File: src/rtl/uart_cmd_decoder.sv
// UART command decoder: buffers received bytes in a small FIFO, turns single ASCII
// letters into one-cycle control pulses and optionally acknowledges each one over the UART TX.
module uart_cmd_decoder #(
  parameter int FIFO_DEPTH = 4,
  parameter int ECHO_EN    = 1
) (
  input  logic       clk,
  input  logic       rst,
  input  logic [7:0] rx_data,
  input  logic       rx_done,
  input  logic       tx_busy,
  input  logic       tx_done,
  output logic       tx_start,
  output logic [7:0] tx_data,
  output logic       cmd_run,
  output logic       cmd_clear,
  output logic       cmd_mode,
  output logic       cmd_hour,
  output logic       cmd_min,
  output logic       cmd_sec,
  output logic       overflow
);

  localparam int PTR_W = (FIFO_DEPTH > 1) ? $clog2(FIFO_DEPTH) : 1;
  localparam logic [PTR_W:0] FULL_CNT = (PTR_W+1)'(FIFO_DEPTH);

  typedef enum logic [1:0] {S_IDLE, S_DECODE, S_START, S_WAIT} state_e;

  logic [7:0]       mem_q [FIFO_DEPTH];
  logic [PTR_W-1:0] wr_ptr_q, wr_ptr_d;
  logic [PTR_W-1:0] rd_ptr_q, rd_ptr_d;
  logic [PTR_W:0]   count_q, count_d;

  state_e     state_q;
  logic [7:0] cur_byte_q;
  logic [5:0] cmd_q;
  logic [7:0] tx_data_q;

  logic [7:0] head;
  logic       fifo_full;
  logic       fifo_empty;
  logic       push;
  logic       pop;

  // Clearing bit 5 folds lowercase ASCII letters onto uppercase; order is {run,clear,mode,hour,min,sec}.
  function automatic logic [5:0] decode_cmd(input logic [7:0] b);
    logic [5:0] cmd;
    cmd = '0;
    case (b & 8'hDF)
      8'h52:   cmd = 6'b100000;
      8'h43:   cmd = 6'b010000;
      8'h4D:   cmd = 6'b001000;
      8'h48:   cmd = 6'b000100;
      8'h4E:   cmd = 6'b000010;
      8'h53:   cmd = 6'b000001;
      default: cmd = '0;
    endcase
    return cmd;
  endfunction

  assign head       = mem_q[rd_ptr_q];
  assign fifo_full  = (count_q == FULL_CNT);
  assign fifo_empty = (count_q == '0);
  assign pop        = (state_q == S_IDLE) && !fifo_empty;
  // A pop in the same cycle frees a slot, so a full FIFO still accepts the byte.
  assign push       = rx_done && (!fifo_full || pop);
  assign overflow   = rx_done && fifo_full && !pop;

  always_comb begin
    wr_ptr_d = wr_ptr_q;
    rd_ptr_d = rd_ptr_q;
    count_d  = count_q;
    if (push) wr_ptr_d = wr_ptr_q + PTR_W'(1);
    if (pop)  rd_ptr_d = rd_ptr_q + PTR_W'(1);
    case ({push, pop})
      2'b10:   count_d = count_q + (PTR_W+1)'(1);
      2'b01:   count_d = count_q - (PTR_W+1)'(1);
      default: count_d = count_q;
    endcase
  end

  always_ff @(posedge clk or posedge rst) begin
    if (rst) begin
      wr_ptr_q <= '0;
      rd_ptr_q <= '0;
      count_q  <= '0;
    end else begin
      wr_ptr_q <= wr_ptr_d;
      rd_ptr_q <= rd_ptr_d;
      count_q  <= count_d;
    end
  end

  always_ff @(posedge clk) begin
    if (push) mem_q[wr_ptr_q] <= rx_data;
  end

  // Command pulses are registered at the pop edge so they are high exactly during DECODE.
  always_ff @(posedge clk or posedge rst) begin
    if (rst) begin
      state_q    <= S_IDLE;
      cur_byte_q <= 8'h00;
      cmd_q      <= '0;
      tx_data_q  <= 8'h00;
    end else begin
      cmd_q <= '0;
      case (state_q)
        S_IDLE: begin
          if (pop) begin
            cur_byte_q <= head;
            cmd_q      <= decode_cmd(head);
            state_q    <= S_DECODE;
          end
        end
        S_DECODE: begin
          if (cur_byte_q == 8'h0D || cur_byte_q == 8'h0A || ECHO_EN == 0) begin
            state_q <= S_IDLE;
          end else begin
            tx_data_q <= (cmd_q != '0) ? (cur_byte_q & 8'hDF) : 8'h3F;
            state_q   <= S_START;
          end
        end
        S_START: begin
          if (!tx_busy) state_q <= S_WAIT;
        end
        S_WAIT: begin
          if (tx_done) state_q <= S_IDLE;
        end
        default: state_q <= S_IDLE;
      endcase
    end
  end

  // tx_start follows tx_busy directly so it can never coincide with a busy transmitter.
  assign tx_start  = (state_q == S_START) && !tx_busy;
  assign tx_data   = tx_data_q;
  assign cmd_run   = cmd_q[5];
  assign cmd_clear = cmd_q[4];
  assign cmd_mode  = cmd_q[3];
  assign cmd_hour  = cmd_q[2];
  assign cmd_min   = cmd_q[1];
  assign cmd_sec   = cmd_q[0];

endmodule

File: config.mk
export PLATFORM = sky130hd
export DESIGN_NAME = uart_cmd_decoder
export DESIGN_NICKNAME = d
export VERILOG_FILES = /design/src/rtl/uart_cmd_decoder.sv
export SDC_FILE = /design/constraint.sdc
export NUM_CORES = 1
export LEC_CHECK = 0
export CAP_MARGIN = 20
export CORE_MARGIN = 4
export CORE_UTILIZATION = 59
export CTS_CLUSTER_SIZE = 25
export DETAILED_ROUTE_END_ITERATION = 8
export GPL_TIMING_DRIVEN = 0
export MAX_ROUTING_LAYER = met4
export PLACE_DENSITY = 0.84
export REMOVE_ABC_BUFFERS = 1
export SETUP_SLACK_MARGIN = 0.05
export SLEW_MARGIN = 0
export SYNTH_ARGS = -nofsm -noshare
export SYNTH_HDL_FRONTEND = slang
export SYNTH_SLANG_ARGS = --single-unit
File: constraint.sdc
create_clock -name clk -period 3.85 [get_ports clk]
set_clock_uncertainty 0.15 [all_clocks]
set_input_delay 1.155 -clock clk [delete_from_list [all_inputs] [get_ports clk]]
set_output_delay 1.155 -clock clk [all_outputs]
set_load 0.005 [all_outputs]
* Yosys cells after proc, flatten, opt, wreduce, memory -nomap -nowiden
Memories as Yosys holds them, arrays and structs flattened.
Cells that the tools add are included.
** Storage, ports and cells
- Register bits after elaboration :: 31
- Bits in writable memories :: 32
- Output and inout port bits :: 16
- Word-level logic and storage cells :: 60
- Memories :: 1
** Memory list
- mem_q :: depth 4, bits a word 8, read ports 1, clocked after Yosys merged registers in 0, wr ports 1, line 29 : logic [7:0] mem_q [FIFO_DEPTH];
** Operators by class
- Add/subtract/negate cells :: 4
- Equality and inequality tests :: 17
- Mux-type cells :: 12
- Bitwise gates (word level) :: 1
- Reductions and logical operators :: 18
** Operators with widths (number)
- == test 7 x 6 -> 1 bit, second input constant :: 6
- case mux 6 bit (6 select lines) :: 1
- == test 8 x 4 -> 1 bit, second input constant :: 2
- 2-to-1 mux 6 bit :: 2
- 2-to-1 mux 2 bit :: 4
- 2-to-1 mux 8 bit :: 1
- case mux 2 bit (4 select lines) :: 1
- == test 2 bit, second input constant :: 3
- inequality test 2 bit, second input constant :: 3
- case mux 3 bit (2 select lines) :: 1
- nonzero test 6 bit :: 1
- logical AND 1 bit :: 5
- adder 2 x 1 -> 2 bit, second input constant :: 2
- == test 2 x 1 -> 1 bit, second input constant :: 2
- zero test 1 bit :: 4
- AND reduction 2 bit :: 2
- adder 3 x 1 -> 3 bit, second input constant :: 1
- == test 3 bit, second input constant :: 1
- zero test 3 bit :: 1
- AND reduction 3 bit :: 1
- subtractor 3 x 1 -> 3 bit, second input constant :: 1
- zero test 2 bit :: 1
- logical OR 1 bit :: 2
- 2-to-1 mux 1 bit :: 2
- other kinds (2) :: 2

* Depth between registers and ports, before layout
Gate-level depths: netlist of run 1.
- Depth after elaboration :: 7
- Depth in mapped cells :: 10
- Mapped depth without buffers :: 10

* Worst setup path after synthesis of run 1
No wires, ideal clock.
- Path type :: input to output
- Start point :: in tx_busy
- End point :: out tx_start
- Arrival :: 1361 ps
- Data required time :: 2545 ps
- Path slack :: 1184 ps
- Cell stages on the path :: 1
- Cell sequence :: nor3b_1
** Between the ends
- Cells in the longest elaborated chain, start to end :: 2
** Ends and longest elaborated chain
- start, declared :: line 11 : input logic tx_busy,
- zero test 1 bit :: line 135 : assign tx_start = (state_q == S_START) && !tx_busy;
- logical AND 1 bit :: line 135
- end, declared :: line 13 : output logic tx_start,
Every way passes these cells.

* Final worst setup path of run 1
- Start point :: in rx_done
- End point :: out overflow
** Between the ends
- Cells in the longest elaborated chain, start to end :: 2
** Ends and longest elaborated chain
- start, declared :: line 10 : input logic rx_done,
- logical AND 1 bit (2 in series) :: line 67 : assign overflow = rx_done && fifo_full && !pop;
- end, declared :: line 21 : output logic overflow
Every way passes these cells.

==> results of run 1 <==
-- cell type report --
class                      count  area (sq um)
fill                         264         997.2
multi-input combinational     86         804.5
tap                           50         62.56
timing repair buffer          29         307.8
sequential                    63          1737
clock inverter                 6         51.30
clock buffer                  10         127.6
inverter                      15         56.30
-- registers in the layout, summed over array words and instances, names as in the netlist, named ones only --
name / cells
state_q: 1
cmd_q: 6
wr_ptr_q: 2
count_q: 3
mem_q: 32
rd_ptr_q: 2
tx_data: 8
cur_byte_q: 8
-- synthesized netlist by cell type, types with 4 or more instances --
master,number,share of area
and3_1,4,0.0096
dfrtp_1,31,0.30
edfxtp_1,32,0.37
ha_1,5,0.024
inv_1,14,0.020
mux2_2,11,0.047
mux2i_1,6,0.023
mux4_2,8,0.069
nand2_1,8,0.011
nor2_1,13,0.019
xnor2_1,4,0.013
-- logic make-up after synthesis --
logic type               after synthesis  synth area share
multiplexers                          25            0.1391
XOR/XNOR                               6           0.02008
buffers and inverters                 18           0.02915
AO/OA/AOI/OAI                          6           0.02295
adder cells (fa/ha/maj)                6           0.03155
AND/OR/NAND/NOR                       43           0.09370
flip-flops                            63            0.6635
-- stage by stage --
step	area [sq um]	hold WS (ps)	util	std cells
after floorplan	2597	305.0	-	164
after global placement	2940	323.5	0.7095	242
after detailed placement	2940	340.2	0.7095	242
after CTS	3119	351.5	0.7527	258
after global routing	3147	365.1	0.7594	259
final	3147	350.1	0.7594	259
-- layout by cell type (no fill, tap or decap), types with 3 or more instances in the layout --
master            n
clkdlybuf4s50_1  28
dfrtp_1          31
nor2_1           13
mux2_2           11
clkinv_1          3
nand2_1           8
and3_1            4
mux4_2            8
inv_1            14
mux2i_1           6
clkbuf_8          9
ha_1              5
xnor2_1           4
edfxtp_1         32
-- report_power, final --
part           switching [uW]  total [uW]  leakage, uW  internal [uW]
Sequential                156        1050     0.000658            893
Combinational             322         675     0.000514            352
Clock                     231         521    0.0000925            290
Total                     709        2240      0.00126           1540
-- path summary, 6_finish.rpt --
kind,startpoint,to,slack (ps),cells past startpoint
max in group asynchronous,rst,cmd_q[4],2140,3
worst min-delay path,count_q[0],count_q[0],350,1
worst max register to register,flop,count_q[2],1460,9
worst max-delay path,rx_done,overflow,150,4
min in group asynchronous,rst,rd_ptr_q[1],960,2
worst min register to register,count_q[0],count_q[0],350,1
-- worst max-delay path, cell delays in order --
cell             delay (ps)
clkdlybuf4s50_1         550
inv_1                    70
nor2_1                  100
clkdlybuf4s50_1         530
-- routing by layer --
layer  routed length, um  vias up  track usage
li1                    -      686            -
met1                1851      702       0.2299
met2                2191       36       0.3005
met3                 220        7      0.06757
met4                  74        0      0.09091
met5                   0        -            -
==> impl_metrics.toml, run 1 <==
[outcome]
outcome = "finished, final reports clean"

[floorplan]
pin_count = 29
core_sq_um = 4144
die_w_um = 74.61
rows = 23
die_height_um = 74.61
die_area_sq_um = 5566
start_util = 0.6316

[synthesis]
synth-seq-cells = 63
synth.distinct_cells = 36
synth_ff_type = "edfxtp_1"
syn_area_sq_um = 2618
synth_cells = 167
synth_warnings = 0
synth-seq-area-share = 0.6635
ys_async_sr_fraction = 0.4921
avgSynthCellArea_sq_um = 15.67
synth-edff-count = 32

[run]
maxCapViolations = 0

[clock_tree]
clk_pin_slew_ps = 70
cts_sinks = 63
h-tree-depth = 3
clock_latency_ps = 340
cts.repair.resized = 0
cts_root_buf = "clkbuf_8"
cts-buffers-inserted = 9
cts_buffer_depth = 2
cts_tree = "built"
post_cts.repair.setup_buffers = 0
hold_buffers = 0

[power]
vdd_drop_max_v = 0.0004382
power_density_nw_per_um2 = 713.2
p_leak_uw = 0.001264
total_power_uw = 2244

[sta]
hold_viol_final = 0
fin_crit_ps = 3702
relSlewSlack = 0.6094
setup_tns_ps = 0
maxSlewViolCount = 0
setup_violations = 0
rsz0062_at_grt = "no"
max_freq_mhz = 270.2
fin_ws_ps = 148.4
tightest_slew_ps = 585.9
finalCritPeriodShare = 0.9615

[drt]
firstDrtPassIters = 4
antenna_left = 0
drt-total-wl_um = 4338
route.detailed.drc = 0
wl_per_cell_um = 16.75
vias = 1431
via_per_inst = 5.525
first_iter_violations = 117

[global_route]
grt_pass1_vias = 1486
grt_usage = 0.1947
grt_max_degree = 32
overflow = 0
grt_pass1_wl_um = 7348
antenna_found_initial = 0

[hold_path]
hold_class = "flop to flop"

[final_layout]
diodes = 0
layout-drive-gt1-share = 0.1770
fin_nets = 223
syn2layout_area_growth_pct = 20.22

[setup_path]
critPathMaxFanout = 6
cp.required_ps = 2540
worstSetupPathType = "input port to output port"
cp_data_arrival_time_ps = 2400
endpoint_kind = "output port"
crit_path_start_kind = "input port"

[place]
hpwl_um = 3083
place_congestion = 0.8126
portBuffers = 28
dp_worst_setup_slack_ps = 164.2
No activity file was read; power rests on OpenSTA's default activity.
==> inputs of run 2 (changes only) <==
ABC_AREA = 1   (was unset)
TNS_END_PERCENT = 20   (was unset)
==> impl_metrics.toml, run 2 <==
[run]
maxCapViolations = 0

[sta]
fin_ws_ps = 248.3
maxSlewViolCount = 0
fin_crit_ps = 3602
setup_violations = 0
relSlewSlack = 0.4778
hold_viol_final = 0
max_freq_mhz = 277.6
rsz0062_at_grt = "no"
setup_tns_ps = 0
tightest_slew_ps = 780.4
holdWs_ps = 321.5
finalCritPeriodShare = 0.9355

[synthesis]
synthAdderAreaFrac = 0.02985
synth_ff_type = "edfxtp_1"
ys_async_sr_fraction = 0.4921
syn_area_sq_um = 2766
synthSimpleGateAreaFrac = 0.2379
synth_warnings = 0
synth_xor_area_frac = 0.01266
synth-seq-area-share = 0.6278
synth_cells = 265
synth_largest_area_cell = "edfxtp_1"
synth.area.mux_share = 0
synth_compound_area_frac = 0.03211
synth-edff-count = 32
synth_most_common_cell = "nand2_1"
synthTopCellsByCount = "nand2_1 (68), edfxtp_1 (32), dfrtp_1 (31), nor2_1 (30), nand3_1 (23)"
synth.distinct_cells = 28
synth-seq-cells = 63
avgSynthCellArea_sq_um = 10.44
synth_top_family_by_area = "simple AND/OR/NAND/NOR gates"
synth.area.top_cells = "edfxtp_1 (35%), dfrtp_1 (28%), nand2_1 (9.2%)"
yosysTopAreaCellShare = 0.3474

[outcome]
outcome = "finished, final reports clean"

[global_route]
antenna_found_initial = 0
grt_pass1_wl_um = 8004
grt_pass1_vias = 1826
overflow = 0
grt_max_degree = 26
grt_usage = 0.1825

[clock_tree]
cts_tree = "built"
clk_pin_slew_ps = 60
h-tree-depth = 3
cts_buffer_depth = 2
post_cts.repair.setup_buffers = 0
cts.repair.resized = 0
cts_root_buf = "clkbuf_8"
clock_latency_ps = 330
cts_sinks = 63
cts-buffers-inserted = 9
hold_buffers = 0

[power]
p_leak_uw = 0.001393
power_density_nw_per_um2 = 763.6
vdd_drop_max_v = 0.0003540

[setup_path]
worstSetupPathType = "input port to output port"
cp_data_arrival_time_ps = 2300
crit_path_start_kind = "input port"
cp.required_ps = 2540
endpoint_kind = "output port"
critPathMaxFanout = 2

[drt]
antenna_left = 0
via_per_inst = 5.203
route.detailed.drc = 0
wl_per_cell_um = 13.07
vias = 1847
first_iter_violations = 131
drt-total-wl_um = 4639
firstDrtPassIters = 4

[place]
dp_worst_setup_slack_ps = 242.9
placedCellCount = 340
portBuffers = 28
hpwl_um = 3174
place_congestion = 0.7788

[floorplan]
core_sq_um = 4444
start_util = 0.6225
die_w_um = 76.48
die_height_um = 76.48
die_area_sq_um = 5848
rows = 24
pin_count = 29

[final_layout]
syn2layout_area_growth_pct = 17.59
layout-drive-gt1-share = 0.1320
fin_nets = 318
final_common_cell = "nand2_1"
largest_reg_flops = 32
max_flop_register = "mem_q"
diodes = 0
most-common-layout-cells = "nand2_1 (68), edfxtp_1 (32), dfrtp_1 (31)"
utilization = 0.7320
stdcell_count = 355

[hold_path]
hold_class = "flop to flop"
-- run 2: final timing paths --
kind                       slack (ps)         end       start  depth (start not counted)
setup / recovery                  250    overflow     rx_done                          4
hold / removal                    320  tx_data[4]  tx_data[4]                          2
setup reg to reg                 1560  count_q[2]        flop                          9
hold reg to reg                   320  tx_data[4]  tx_data[4]                          2
max in group asynchronous        2170    cmd_q[3]         rst                          3
min in group asynchronous         940  count_q[0]         rst                          2
-- run 2: area by class of cell --
class	count	area, sq um
Inverter	26	102.6
Fill cell	326	1191
Clock buffer	9	123.9
Timing Repair Buffer	29	307.8
Tap cell	52	65.06
Clock inverter	6	52.55
Sequential cell	63	1737
Multi-Input combinational cell	170	864.6
-- run 2: stage by stage --
stage / instance area [sq um] / power, uW
final: 3253 / 2484
after global routing: 3253 / 2687
after CTS: 3253 / 2508
after detailed placement: 3077 / 1978
after global placement: 3049 / 1928
after floorplan: 2704 / 1692
-- run 2: per-layer routing --
metal / part of all wire / global-route usage / vias up
met4: 0.015 / 0.07790 / 0
met5: 0 / - / -
met1: 0.41 / 0.1902 / 850
li1: - / - / 925
met3: 0.068 / 0.06501 / 6
met2: 0.50 / 0.3120 / 66
-- run 2: kinds of logic (layout without fill, tap and decap cells) --
group | count (synthesis) | in the layout
AND/OR/NAND/NOR | 143 | 143
flip-flops | 63 | 63
buffers and inverters | 32 | 70
AO/OA/AOI/OAI | 17 | 17
adder cells (fa/ha/maj) | 6 | 6
XOR/XNOR | 4 | 4
-- run 2: worst max-delay path, cell delays in order --
cell and delay [ps]:
clkdlybuf4s50_1 490, inv_1 50, nor2_1 100, clkdlybuf4s50_1 510
-- run 2: where the power goes --
part | switching, uW | total (uW) | internal, uW | leakage (uW)
Sequential | 147 | 1060 | 917 | 0.000674
Clock | 233 | 520 | 287 | 0.0000937
Combinational | 559 | 900 | 341 | 0.000626
==> inputs of run 3 (changes only) <==
ABC_AREA = unset   (was 1)
PLACE_DENSITY = unset   (was 0.84)
PLACE_DENSITY_LB_ADDON = 0.08   (was unset)
==> impl_metrics.toml, run 3 (synthesized netlist as in run 1, its figures left out) <==
[global_route]
top_usage_layer = "met2"
grt_usage = 0.1962
grt_max_degree = 32
use_met3 = 0.06622
grt_pass1_wl_um = 7369
gr-usage-met1 = 0.2270
grt_util_met2 = 0.3132
grt_pass1_vias = 1491
antenna_found_initial = 0
overflow = 0

[final_layout]
fin_nets = 223
largest_reg_flops = 32
most-common-layout-cells = "edfxtp_1 (32), dfrtp_1 (31), clkdlybuf4s50_1 (28)"
diodes = 0
max_flop_register = "mem_q"
syn2layout_area_growth_pct = 21.08
final_common_cell = "edfxtp_1"
layout-drive-gt1-share = 0.1827
nFillCells = 251

[drt]
route.detailed.drc = 0
drt-total-wl_um = 4454
wl_per_cell_um = 17.26
vias = 1423
via_per_inst = 5.516
antenna_left = 0
firstDrtPassIters = 5
first_iter_violations = 83

[sta]
fin_crit_ps = 3714
tightest_slew_ps = 592.7
setup_violations = 0
maxSlewViolCount = 0
relSlewSlack = 0.6049
rsz0062_at_grt = "no"
setup_tns_ps = 0
finalCritPeriodShare = 0.9647
max_freq_mhz = 269.2
hold_viol_final = 0
fin_ws_ps = 136.0

[clock_tree]
cts-buffers-inserted = 9
clock_latency_ps = 330
cts_buffer_depth = 2
cts_tree = "built"
post_cts.repair.setup_buffers = 0
clk_pin_slew_ps = 60
h-tree-depth = 3
cts_root_buf = "clkbuf_8"
hold_buffers = 0
cts.repair.resized = 0
cts_sinks = 63

[power]
power_density_nw_per_um2 = 731.3
vdd_drop_max_v = 0.0006357
p_leak_uw = 0.001275

[floorplan]
core_sq_um = 4144
die_w_um = 74.61
start_util = 0.6316
rows = 23
die_area_sq_um = 5566
die_height_um = 74.61
pin_count = 29

[place]
portBuffers = 28
dp_worst_setup_slack_ps = 146.7
hpwl_um = 3123
place_congestion = 0.8280

[setup_path]
crit_path_start_kind = "input port"
critPathMaxFanout = 6
cp_data_arrival_time_ps = 2410
cp.required_ps = 2540
endpoint_kind = "output port"
r2r_setup_slack_ps = 1410
worstSetupPathType = "input port to output port"

[run]
maxCapViolations = 0

[hold_path]
hold_class = "flop to flop"

[outcome]
outcome = "finished, final reports clean"
## run 3: final timing paths
kind | from | end | depth (start not counted)
max in group asynchronous | rst | tx_data[1] | 3
min in group asynchronous | rst | asynchronous set/reset pin | 2
worst max-delay path | rx_done | overflow | 4
worst max register to register | flop | count_q[2] | 9
worst min-delay path | cur_byte_q[6] | cur_byte_q[6] | 2
worst min register to register | cur_byte_q[6] | cur_byte_q[6] | 2
## run 3: per-layer routing
metal  wire, um  share of wire
met1       1880           0.42
met2       2289           0.51
met3        206          0.046
met4         77          0.017
met5          0              0
## run 3: power breakdown
part | internal [uW] | switching, uW
combinational | 352 | 323
clock | 357 | 238
sequential | 893 | 154
total | 1600 | 715
## run 3: metrics by stage
stage,hold WS [ps],utilization,instance area (sq um),std cells,power (uW)
floorplan,305.0,-,2597,164,1535
global placement,320.3,0.7095,2940,242,1682
detailed placement,340.7,0.7095,2940,242,1736
CTS,352.2,0.7582,3142,257,2337
global route,353.0,0.7648,3169,258,2458
finish,352.3,0.7648,3169,258,2318
## run 3: critical path, stage by stage
cell and delay [ps]:
clkdlybuf4s50_1 550, inv_1 60, nor2_1 110, clkdlybuf4s50_1 530
## run 3: cell type report
cell class / instances / area [sq um] / area share
multi-input combinational: 86 / 804.5 / 0.2538
clock inverter: 5 / 73.82 / 0.02329
timing repair buffer: 29 / 307.8 / 0.09712
sequential: 63 / 1737 / 0.5480
tap: 50 / 62.56 / 0.01974
clock buffer: 10 / 127.6 / 0.04027
inverter: 15 / 56.30 / 0.01777
